File: src/rtl/sched_pkg.sv
// Shared types and constants for the per-port read scheduler.
// Queue geometry, bypass counter width and the grant FSM states.
package sched_pkg;

    localparam int NUM_PRIO = 8;
    localparam int PRIO_W   = 3;
    localparam int PORT_W   = 4;
    localparam int BYP_W    = 5;

    typedef enum logic [1:0] {
        IDLE  = 2'd0,
        GRANT = 2'd1,
        WAIT  = 2'd2
    } state_e;

endpackage

File: src/rtl/prio_pick.sv
// Next-queue selector: strict priority with starvation override.
// A starved queue wins (lowest index first), else highest eligible.
module prio_pick
    import sched_pkg::*;
(
    input  logic [NUM_PRIO-1:0] eligible,
    input  logic [NUM_PRIO-1:0] starved,
    output logic [PRIO_W-1:0]   sel,
    output logic                any
);

    // Later loop iterations overwrite earlier ones, so the scan
    // direction decides which end of the vector wins.
    always_comb begin
        sel = '0;
        any = |eligible;
        if (|starved) begin
            for (int i = NUM_PRIO - 1; i >= 0; i--) begin
                if (starved[i]) sel = PRIO_W'(i);
            end
        end else begin
            for (int i = 0; i < NUM_PRIO; i++) begin
                if (eligible[i]) sel = PRIO_W'(i);
            end
        end
    end

endmodule

File: src/rtl/port_scheduler.sv
// Per-output-port read scheduler for the shared packet buffer.
// Snoops buffer writes, counts per-queue packets, issues read grants.
module port_scheduler
    import sched_pkg::*;
#(
    parameter int PORT_ID      = 0,
    parameter int CNT_W        = 8,
    parameter int STARVE_LIMIT = 16
) (
    input  logic               clk,
    input  logic               rst,
    input  logic               wea,
    input  logic [PORT_W-1:0]  dest_port,
    input  logic [PRIO_W-1:0]  wr_prio,
    input  logic               port_ready,
    input  logic               rd_done,
    output logic               port_rea,
    output logic [PRIO_W-1:0]  port_priority,
    output logic               busy,
    output logic [CNT_W+2:0]   backlog,
    output logic               ovf_err
);

    state_e                state_q, state_d;
    logic [PRIO_W-1:0]     prio_q, prio_d;
    logic [CNT_W-1:0]      cnt_q [NUM_PRIO];
    logic [CNT_W-1:0]      cnt_d [NUM_PRIO];
    logic [BYP_W-1:0]      byp_q [NUM_PRIO];
    logic [BYP_W-1:0]      byp_d [NUM_PRIO];
    logic [CNT_W+2:0]      backlog_q, backlog_d;
    logic                  ovf_q, ovf_d;

    logic                  enq;
    logic                  granting;
    logic [NUM_PRIO-1:0]   inc_v, dec_v;
    logic [NUM_PRIO-1:0]   eligible, starved;
    logic [PRIO_W-1:0]     sel;
    logic                  any;

    assign enq      = wea && (dest_port == PORT_W'(PORT_ID));
    assign granting = (state_q == GRANT);

    // Per-queue enqueue and grant strobes for this cycle.
    always_comb begin
        inc_v = '0;
        dec_v = '0;
        for (int i = 0; i < NUM_PRIO; i++) begin
            inc_v[i] = enq && (wr_prio == PRIO_W'(i));
            dec_v[i] = granting && (prio_q == PRIO_W'(i));
        end
    end

    // Eligibility and starvation flags feeding the selector.
    always_comb begin
        eligible = '0;
        starved  = '0;
        for (int i = 0; i < NUM_PRIO; i++) begin
            eligible[i] = (cnt_q[i] != '0);
            starved[i]  = eligible[i] &&
                          (byp_q[i] >= BYP_W'(STARVE_LIMIT));
        end
    end

    prio_pick u_pick (
        .eligible (eligible),
        .starved  (starved),
        .sel      (sel),
        .any      (any)
    );

    // Queue counters, saturation flag and the registered backlog sum.
    always_comb begin
        ovf_d     = ovf_q;
        backlog_d = '0;
        for (int i = 0; i < NUM_PRIO; i++) begin
            cnt_d[i] = cnt_q[i];
            if (inc_v[i] && !dec_v[i]) begin
                if (&cnt_q[i]) ovf_d = 1'b1;
                else           cnt_d[i] = cnt_q[i] + 1'b1;
            end else if (dec_v[i] && !inc_v[i]) begin
                cnt_d[i] = cnt_q[i] - 1'b1;
            end
            backlog_d = backlog_d + {3'b000, cnt_d[i]};
        end
    end

    // Bypass ageing: waiting queues age on each grant, empty ones reset.
    always_comb begin
        for (int i = 0; i < NUM_PRIO; i++) begin
            byp_d[i] = byp_q[i];
            if (granting) begin
                if (dec_v[i])
                    byp_d[i] = '0;
                else if (eligible[i] && (byp_q[i] != '1))
                    byp_d[i] = byp_q[i] + 1'b1;
            end
            if (cnt_d[i] == '0) byp_d[i] = '0;
        end
    end

    // Grant FSM: pick in IDLE, pulse in GRANT, hold until read-out done.
    always_comb begin
        state_d = state_q;
        prio_d  = prio_q;
        unique case (state_q)
            IDLE: begin
                if (any && port_ready) begin
                    state_d = GRANT;
                    prio_d  = sel;
                end
            end
            GRANT: state_d = WAIT;
            WAIT: begin
                if (rd_done) state_d = IDLE;
            end
            default: state_d = IDLE;
        endcase
    end

    // State registers, all cleared asynchronously.
    always_ff @(posedge clk or posedge rst) begin
        if (rst) begin
            state_q   <= IDLE;
            prio_q    <= '0;
            backlog_q <= '0;
            ovf_q     <= 1'b0;
            for (int i = 0; i < NUM_PRIO; i++) begin
                cnt_q[i] <= '0;
                byp_q[i] <= '0;
            end
        end else begin
            state_q   <= state_d;
            prio_q    <= prio_d;
            backlog_q <= backlog_d;
            ovf_q     <= ovf_d;
            for (int i = 0; i < NUM_PRIO; i++) begin
                cnt_q[i] <= cnt_d[i];
                byp_q[i] <= byp_d[i];
            end
        end
    end

    assign port_rea      = (state_q == GRANT);
    assign busy          = (state_q != IDLE);
    assign port_priority = prio_q;
    assign backlog       = backlog_q;
    assign ovf_err       = ovf_q;

endmodule
File: config.mk
export PLATFORM = sky130hd
export DESIGN_NAME = port_scheduler
export DESIGN_NICKNAME = d
export VERILOG_FILES = /design/src/rtl/sched_pkg.sv /design/src/rtl/prio_pick.sv /design/src/rtl/port_scheduler.sv
export SDC_FILE = /design/constraint.sdc
export NUM_CORES = 1
export LEC_CHECK = 0
export CORE_MARGIN = 4
export CORE_UTILIZATION = 65
export DETAILED_ROUTE_END_ITERATION = 8
export DONT_BUFFER_PORTS = 1
export PLACE_DENSITY = 0.77
export SLEW_MARGIN = 25
export SYNTH_ARGS = -nofsm -noshare
export SYNTH_HDL_FRONTEND = slang
export SYNTH_SLANG_ARGS = --single-unit
File: constraint.sdc
create_clock -name clk -period 7.9 [get_ports clk]
set_input_delay 1.58 -clock clk [delete_from_list [all_inputs] [get_ports clk]]
set_output_delay 1.58 -clock clk [all_outputs]
set_load 0.01 [all_outputs]
**Word level (Yosys, flattened, before mapping)**

Index checks and enable logic that the tools add are counted.

- Reduce and logical (&&, ||, !) cells: 123
- $add $sub $neg: 31
- Equality and inequality tests: 26
- Order comparisons: 8
- Multiplexer cells: 91

Operators by type and width:

| kind | number |
|---|---|
| 2-to-1 mux 8 bit | 24 |
| 2-to-1 mux 5 bit | 32 |
| adder 8 x 1 -> 8 bit (second input constant) | 8 |
| zero test 8 bit | 8 |
| AND reduction 8 bit | 8 |
| nonzero test 8 bit | 8 |
| subtractor 8 x 1 -> 8 bit (second input constant) | 8 |
| logical AND 1 bit | 50 |
| adder 11 x 8 -> 11 bit | 4 |
| adder 5 x 1 -> 5 bit (second input constant) | 8 |
| >= comparator 5 bit (second input constant) | 8 |
| != test 5 bit (second input constant) | 8 |
| 2-to-1 mux 3 bit | 13 |
| == test 3 bit (second input constant) | 8 |
| nonzero test 3 bit | 8 |
| AND reduction 2 bit | 10 |
| nonzero test 2 bit | 9 |
| 2-to-1 mux 1 bit | 17 |
| zero test 1 bit | 16 |
| OR reduction 8 bit | 2 |
| == test 3 x 2 -> 1 bit (second input constant) | 4 |
| adder 10 x 8 -> 11 bit | 1 |
| adder 9 x 8 -> 10 bit | 1 |
| adder 8 x 8 -> 9 bit | 1 |
| 9 further kinds | 15 |

- Input port bits: 12
- Register bits: 121
- Output and inout port bits: 17

**Depth between registers and ports, before layout**

Gate-level depths: netlist of the first run.

- Depth in word-level cells: 19
- Mapped depth: 24
- Depth with buffers taken out: 23

**Modules after synthesis**

Synthesis of the first run repeated with hierarchy kept, for this count alone.

- Cells, all modules: 1011
- Area, all modules: 9476.6 µm²

By module, submodules not included:

| module | area each (µm²) | cells each | sequential area each (µm²) | times used |
|---|---|---|---|---|
| port_scheduler | 9342.7 | 988 | 3027.9 | 1 |
| prio_pick | 133.9 | 23 | 0.0 | 1 |

**Worst setup path after synthesis of the first run**

Ideal clock, no wire load.

- Path kind: input to register
- Start point: input dest_port[0]
- End point: register backlog_q[10], in the netlist backlog[10]
- Arrival time: 6.674 ns
- Buffers on the path: 0
- Setup slack: 1.104 ns
- Stages on the path: 20
- Required time: 7.778 ns
- Cells stage by stage: or4b_1 -> a211oi_2 -> o21ai_1 -> o21ai_0 -> xor2_1 -> fa_1 -> fa_1 -> fa_1 -> inv_1 -> fa_1 -> inv_1 -> ha_1 -> fa_1 -> a21o_1 -> a21oi_1 -> o21bai_1 -> a21oi_1 -> nor2b_1 -> o21ai_0 -> nand2b_1

RTL lines:

| what | RTL line | RTL |
|---|---|---|
| start: declaration | port_scheduler.sv:13 | `input logic [PORT_W-1:0] dest_port,` |
| end signal: assignment | port_scheduler.sv:134 | `backlog_q <= backlog_d;` |
| end: declaration | port_scheduler.sv:30 | `logic [CNT_W+2:0] backlog_q, backlog_d;` |

==> results of run 1 <==
[logic make-up after synthesis]
logic type | Yosys count
AO/OA/AOI/OAI | 183
XOR/XNOR | 64
adder cells (fa/ha/maj) | 93
buffers and inverters | 114
flip-flops | 121
multiplexers | 21
AND/OR/NAND/NOR | 378
[layout by cell type (no fill, tap or decap), types with 10 or more instances in the layout]
cell	instances
ha_1	46
nor3_1	75
nand4_1	28
a211oi_1	22
inv_1	83
xnor2_1	38
and3_1	28
o21ai_0	17
a31oi_1	12
dfrtp_1	121
clkbuf_16	17
nand3_1	44
mux2i_1	20
a21oi_1	16
nand2_1	44
fa_1	47
o211ai_1	17
or3_1	11
xor2_1	26
nand2b_1	10
nor2_1	49
[final cells by class]
class	count	area share (%)
well taps	180	2.221
clock inverters	14	1.616
clock buffers	18	4.331
multi-input cells	739	58.24
flip-flops and latches	121	29.86
repair buffers	8	0.5923
inverters	84	3.134
[stage by stage]
stage	worst slack, ns	std cells	area [µm²]	hold WS, ns
2_1_floorplan	1.104	974	9365	0.5092
3_3_place_gp	0.7312	1131	9523	0.5677
3_5_place_dp	0.5187	1131	9523	0.5670
4_1_cts	0.8914	1163	10130	0.5873
5_1_grt	0.5538	1164	10140	0.6235
6_report	0.8056	1164	10140	0.5815
[metal layers]
| metal | up-vias | global-route usage [%] | part of all wire [%] |
|---|---|---|---|
| li1 | 3635 | - | - |
| met1 | 3982 | 46.28 | 41 |
| met2 | 459 | 51.05 | 47 |
| met3 | 74 | 5.958 | 8.7 |
| met4 | 0 | 13.17 | 3.3 |
| met5 | - | 0 | 0 |
[worst register-to-register path, stage by stage (launching register included)]
cell,delay [ns]
dfrtp_1,0.50
or3b_1,0.69
a211oi_1,0.76
a221oi_1,0.21
a211oi_1,0.54
fa_1,0.56
inv_1,0.09
fa_1,0.45
fa_1,0.55
inv_1,0.06
fa_1,0.42
ha_1,0.22
fa_1,0.42
a21o_1,0.18
a21oi_1,0.26
o21bai_1,0.11
a21oi_1,0.24
nor2b_1,0.07
o21ai_0,0.17
nand2b_1,0.07
[flip-flops by register name, indices dropped and copies added (netlist names)]
signal and count:
state_q 2, cnt_q 64, byp_q 40, ovf_err 1, port_priority 3, backlog 11
[how the worst max path moves through the flow]
| stage | startpoint | endpoint | slack, ns | cells past startpoint |
|---|---|---|---|---|
| after detailed placement | dest_port[0] | backlog[10]$_DFF_PP0_ | 0.52 | 19 |
| after global placement | dest_port[0] | backlog[10]$_DFF_PP0_ | 0.73 | 20 |
| after global routing | dest_port[0] | backlog[10]$_DFF_PP0_ | 0.55 | 18 |
| final | dest_port[0] | backlog[10]$_DFF_PP0_ | 0.81 | 19 |
| after CTS | dest_port[0] | backlog[10]$_DFF_PP0_ | 0.89 | 19 |
| after floorplan | dest_port[0] | backlog[10]$_DFF_PP0_ | 1.10 | 20 |
==> out/results.tsv, run 1 <==
metric	value	unit
worstHoldPathCells	2	
first_pass_iters	6	
synth-edff-count	0	
routed_via_density	7.002	
fmaxAchievable	141.0	MHz
path_class	primary input to register	
hold_buffers	0	
die_w	128.0	µm
rsz0062_at_grt	no	
grt_usage	32.94	%
clk_latency	0.43	ns
num_vias	8150	
critPathTopFamily	adder cells	
worstRegToRegCells	19	
rows	43	
critical_path.reg2reg.startpoint	port_priority[2]$_DFFE_PP0P_	
cts_tree	yes	
fin_crit	7.094	ns
hpwl	19820	µm
rrSetupSlack	1.25	ns
synthMuxAreaShare	2.258	%
synth_compound_area_share	14.87	%
yosysMostFrequentCell	dfrtp_1	
fillCellCount	1029	
synth-adder-area-share	16.19	%
coreArea	13990	µm²
synth_top_family_by_area	simple AND/OR/NAND/NOR gates	
synthXorXnorAreaFrac	5.985	%
min_path_type	register to register	
ys_seq_area_share	32.33	%
end_kind	register	
drive_above_1_share	7.012	%
ys_ff_latch	121	
grt_pass1_vias	7922	
cts.sinks	121	
cp.required	8.22	ns
synth_warnings	0	
cpPeakStageDelay	0.65	ns
routed_wl	25920	µm
worstMarginPinSlew	0.9280	ns
gp_congestion	1.053	
post_cts_resized	0	
syn_avg_cell_area	9.615	µm²
finalCritPeriodShare	89.80	%
syn_inst	974	
area_delta_synth_final	8.270	%
regArea	3028	µm²
netlist_area	9365	µm²
finish.utilization	72.49	%
drv_slew	0	
numPortBuffers	0	
crit_buf_inv	2	
multi_input_area	5906	µm²
drt-wirelength-per-cell	22.27	µm
ant_nets	0	
ys.flop_type	dfrtp_1	
cts-buffers-inserted	17	
relSlewSlack	37.57	%
diodes	0	
min-delay-start	byp_q[28]$_DFFE_PP0P_	
synth_top_cell_area_share	32.33	%
grt_max_degree	62	
max_cap_viol_count	0	
worst_r2r_endpoint	backlog[10]$_DFF_PP0_	
critPathLaunchType	primary input	
skew	0.01007	ns
fin_nets	1076	
clock_path_buffers	2	
ctsHtreeMaxLevel	4	
finalSetupViolCount	0	
critPathMostFrequentCell	fa_1	
fin_setup_tns	0	ns
antenna_found_initial	0	
crit_chain	or4b_1, a211oi_1, a32oi_1, xnor2_1, fa_1, fa_1, fa_1, inv_1, fa_1, inv_1, ha_1, fa_1, a21o_1, a21oi_1, o21bai_1, a21oi_1, nor2b_1, o21ai_0, nand2b_1	
post-cts-setup-buffers	0	
netlist_top_cells_area	dfrtp_1 (32%), fa_1 (10%), ha_1 (6.1%)	
fp.dieArea	16390	µm²
yosysTopAreaCell	dfrtp_1	
initial_core_util	66.95	%
route.detailed.drc	0	
yosysUniqueCellTypes	85	
crit_arrival	7.41	ns
whs_endpoint	byp_q[28]$_DFFE_PP0P_	
clkTransAtPathRegs	0.06	ns
drtIter0Drc	850	
synth_nets	1079	
die_h	128.0	µm
async_reset_ff_share	100.0	%
hold_viol_final	0	
io-pin-count	29	
synth_common_cells	dfrtp_1 (121), inv_1 (84), nor3_1 (75)	
grt-ovfl-total	0	
status	complete, no violations	
grt_pass1_wl	41670	µm
cp_slowest_cell	or4b_1	
crit_fanout	8	
cts_root_buf	clkbuf_16	
synthSimpleGateAreaFrac	23.69	%
Power of run 1 is not shown: default switching activity piles up to over one toggle a cycle in this logic, so the estimate is an artifact.
==> run 2: changes to the inputs <==
==> constraint.sdc (replaced) <==
create_clock -name clk -period 7.8 [get_ports clk]
set_input_delay 1.56 -clock clk [delete_from_list [all_inputs] [get_ports clk]]
set_output_delay 1.56 -clock clk [all_outputs]
set_load 0.01 [all_outputs]
==> run 2 against run 1 <==
Compared with the run above: sequential share of layout area decreased by 0.15 points; non-clock buffer count increased by 4; largest cell class unchanged; critical endpoint unchanged; highest routed layer unchanged; routed wire length grew 1.3%.
==> out/results.tsv, run 2 (synthesized netlist as in run 1, its figures left out) <==
metric	value	unit	change
cts-buffers-inserted	17		unchanged
most-common-layout-cells	dfrtp_1 (121), inv_1 (83), nor3_1 (75)		unchanged
rrSetupSlack	0.96	ns	was 1.25 ns
fmaxAchievable	141.5	MHz	
path_class	primary input to register		unchanged
multi_input_area	5899	µm²	was 5906 µm²
drtIter0Drc	1008		was 850
die_h	128.0	µm	unchanged
crit_fanout	8		unchanged
worstMarginPinSlew	0.9800	ns	was 0.9280 ns
post-cts-setup-buffers	0		unchanged
worst_r2r_endpoint	backlog[10]$_DFF_PP0_		unchanged
min_path_type	register to register		unchanged
routed_via_density	7.026		was 7.002
drive_above_1_share	7.287	%	was 7.012%
regArea	3028	µm²	unchanged
drt-wirelength-per-cell	22.49	µm	was 22.27 µm
grt_pass1_wl	42220	µm	was 41,670 µm
hpwl	20010	µm	was 19,820 µm
worstRegToRegCells	19		unchanged
area_delta_synth_final	8.831	%	was 8.270%
grt_pass1_vias	7914		was 7,922
final_common_cell	dfrtp_1		unchanged
rsz0062_at_grt	no		unchanged
grt_max_degree	77		was 62
cts_root_buf	clkbuf_16		unchanged
cts.sinks	121		unchanged
hold_buffers	0		unchanged
finalCritPeriodShare	90.61	%	
die_w	128.0	µm	unchanged
ant_nets	0		unchanged
clk_latency	0.43	ns	about the same
initial_core_util	66.95	%	unchanged
post_cts_resized	0		unchanged
worstHoldPathCells	2		unchanged
clock_path_buffers	2		unchanged
min-delay-start	byp_q[3]$_DFFE_PP0P_		was byp_q[28]$_DFFE_PP0P_
gp_congestion	1.031		was 1.053
antenna_found_initial	0		unchanged
diodes	0		unchanged
hold_viol_final	0		unchanged
largest_reg_flops	64		unchanged
ctsHtreeMaxLevel	4		unchanged
drv_slew	0		unchanged
numPortBuffers	0		unchanged
io-pin-count	29		unchanged
whs_endpoint	byp_q[3]$_DFFE_PP0P_		was byp_q[28]$_DFFE_PP0P_
rows	43		unchanged
grt-ovfl-total	0		unchanged
routed_wl	26270	µm	was 25,920 µm
num_vias	8206		was 8,150
status	complete, no violations		unchanged
fp.dieArea	16390	µm²	unchanged
coreArea	13990	µm²	unchanged
grt_usage	33.51	%	was 32.94%
cts_tree	yes		unchanged
finalSetupViolCount	0		unchanged
relSlewSlack	34.38	%	was 37.57%
fin_setup_tns	0	ns	unchanged
end_kind	register		unchanged
first_pass_iters	7		was 6
fillCellCount	1004		was 1,029
critical_path.reg2reg.startpoint	port_priority[2]$_DFFE_PP0P_		unchanged
route.detailed.drc	0		unchanged
cp.required	8.11	ns	was 8.22 ns
clkTransAtPathRegs	0.06	ns	about the same
fin_nets	1080		was 1,076
fin_crit	7.067	ns	
critPathLaunchType	primary input		unchanged
top_register	cnt_q		unchanged
crit_arrival	7.38	ns	was 7.41 ns
max_cap_viol_count	0		unchanged
skew	0.008468	ns	was 0.01007 ns
-- run 2: area by class of cell --
| cell class | count | share of cell area [%] |
|---|---|---|
| Clock buffer | 20 | 4.579 |
| Clock inverter | 12 | 1.608 |
| Inverter | 84 | 3.118 |
| Multi-Input combinational cell | 739 | 57.88 |
| Sequential cell | 121 | 29.71 |
| Tap cell | 180 | 2.210 |
| Timing Repair Buffer | 12 | 0.8961 |
-- run 2: worst max path at each step --
stage                            start                     to  slack, ns
final                     dest_port[0]  backlog[10]$_DFF_PP0_       0.73
after floorplan           dest_port[0]  backlog[10]$_DFF_PP0_       1.02
after detailed placement  dest_port[0]  backlog[10]$_DFF_PP0_       0.43
after global routing      dest_port[0]  backlog[10]$_DFF_PP0_       0.38
after CTS                 dest_port[0]  backlog[10]$_DFF_PP0_       0.82
after global placement    dest_port[0]  backlog[10]$_DFF_PP0_       0.62
-- run 2: worst max-delay path, stage by stage --
cell and delay, ns:
or4b_1 0.66, a211oi_1 0.54, a32oi_1 0.22, xnor2_1 0.36, fa_1 0.53, fa_1 0.55
fa_1 0.54, inv_1 0.06, fa_1 0.54, inv_1 0.05, ha_1 0.22, fa_1 0.42
a21o_1 0.18, a21oi_1 0.27, o21bai_1 0.10, a21oi_1 0.26, nor2b_1 0.09, o21ai_0 0.15
nand2b_1 0.07
-- run 2: metrics by stage --
step	hold WS (ns)	util, %	instances	setup slack, ns	cell area [µm²]
final	0.5899	72.86	1168	0.7325	10190
after global routing	0.6208	72.86	1168	0.3761	10190
after CTS	0.5902	72.80	1167	0.8213	10180
after detailed placement	0.5773	68.29	1135	0.4269	9553
after global placement	0.5688	68.29	1135	0.6177	9553
after floorplan	0.5092	-	974	1.024	9365
-- run 2: metal layers --
layer	wire length, µm	share of wire [%]	track usage [%]
met1	10540	40	47.53
met2	12130	46	50.92
met3	2517	9.6	5.708
met4	1075	4.1	14.92
met5	0	0	0
Power of run 2 is left out for the same reason.
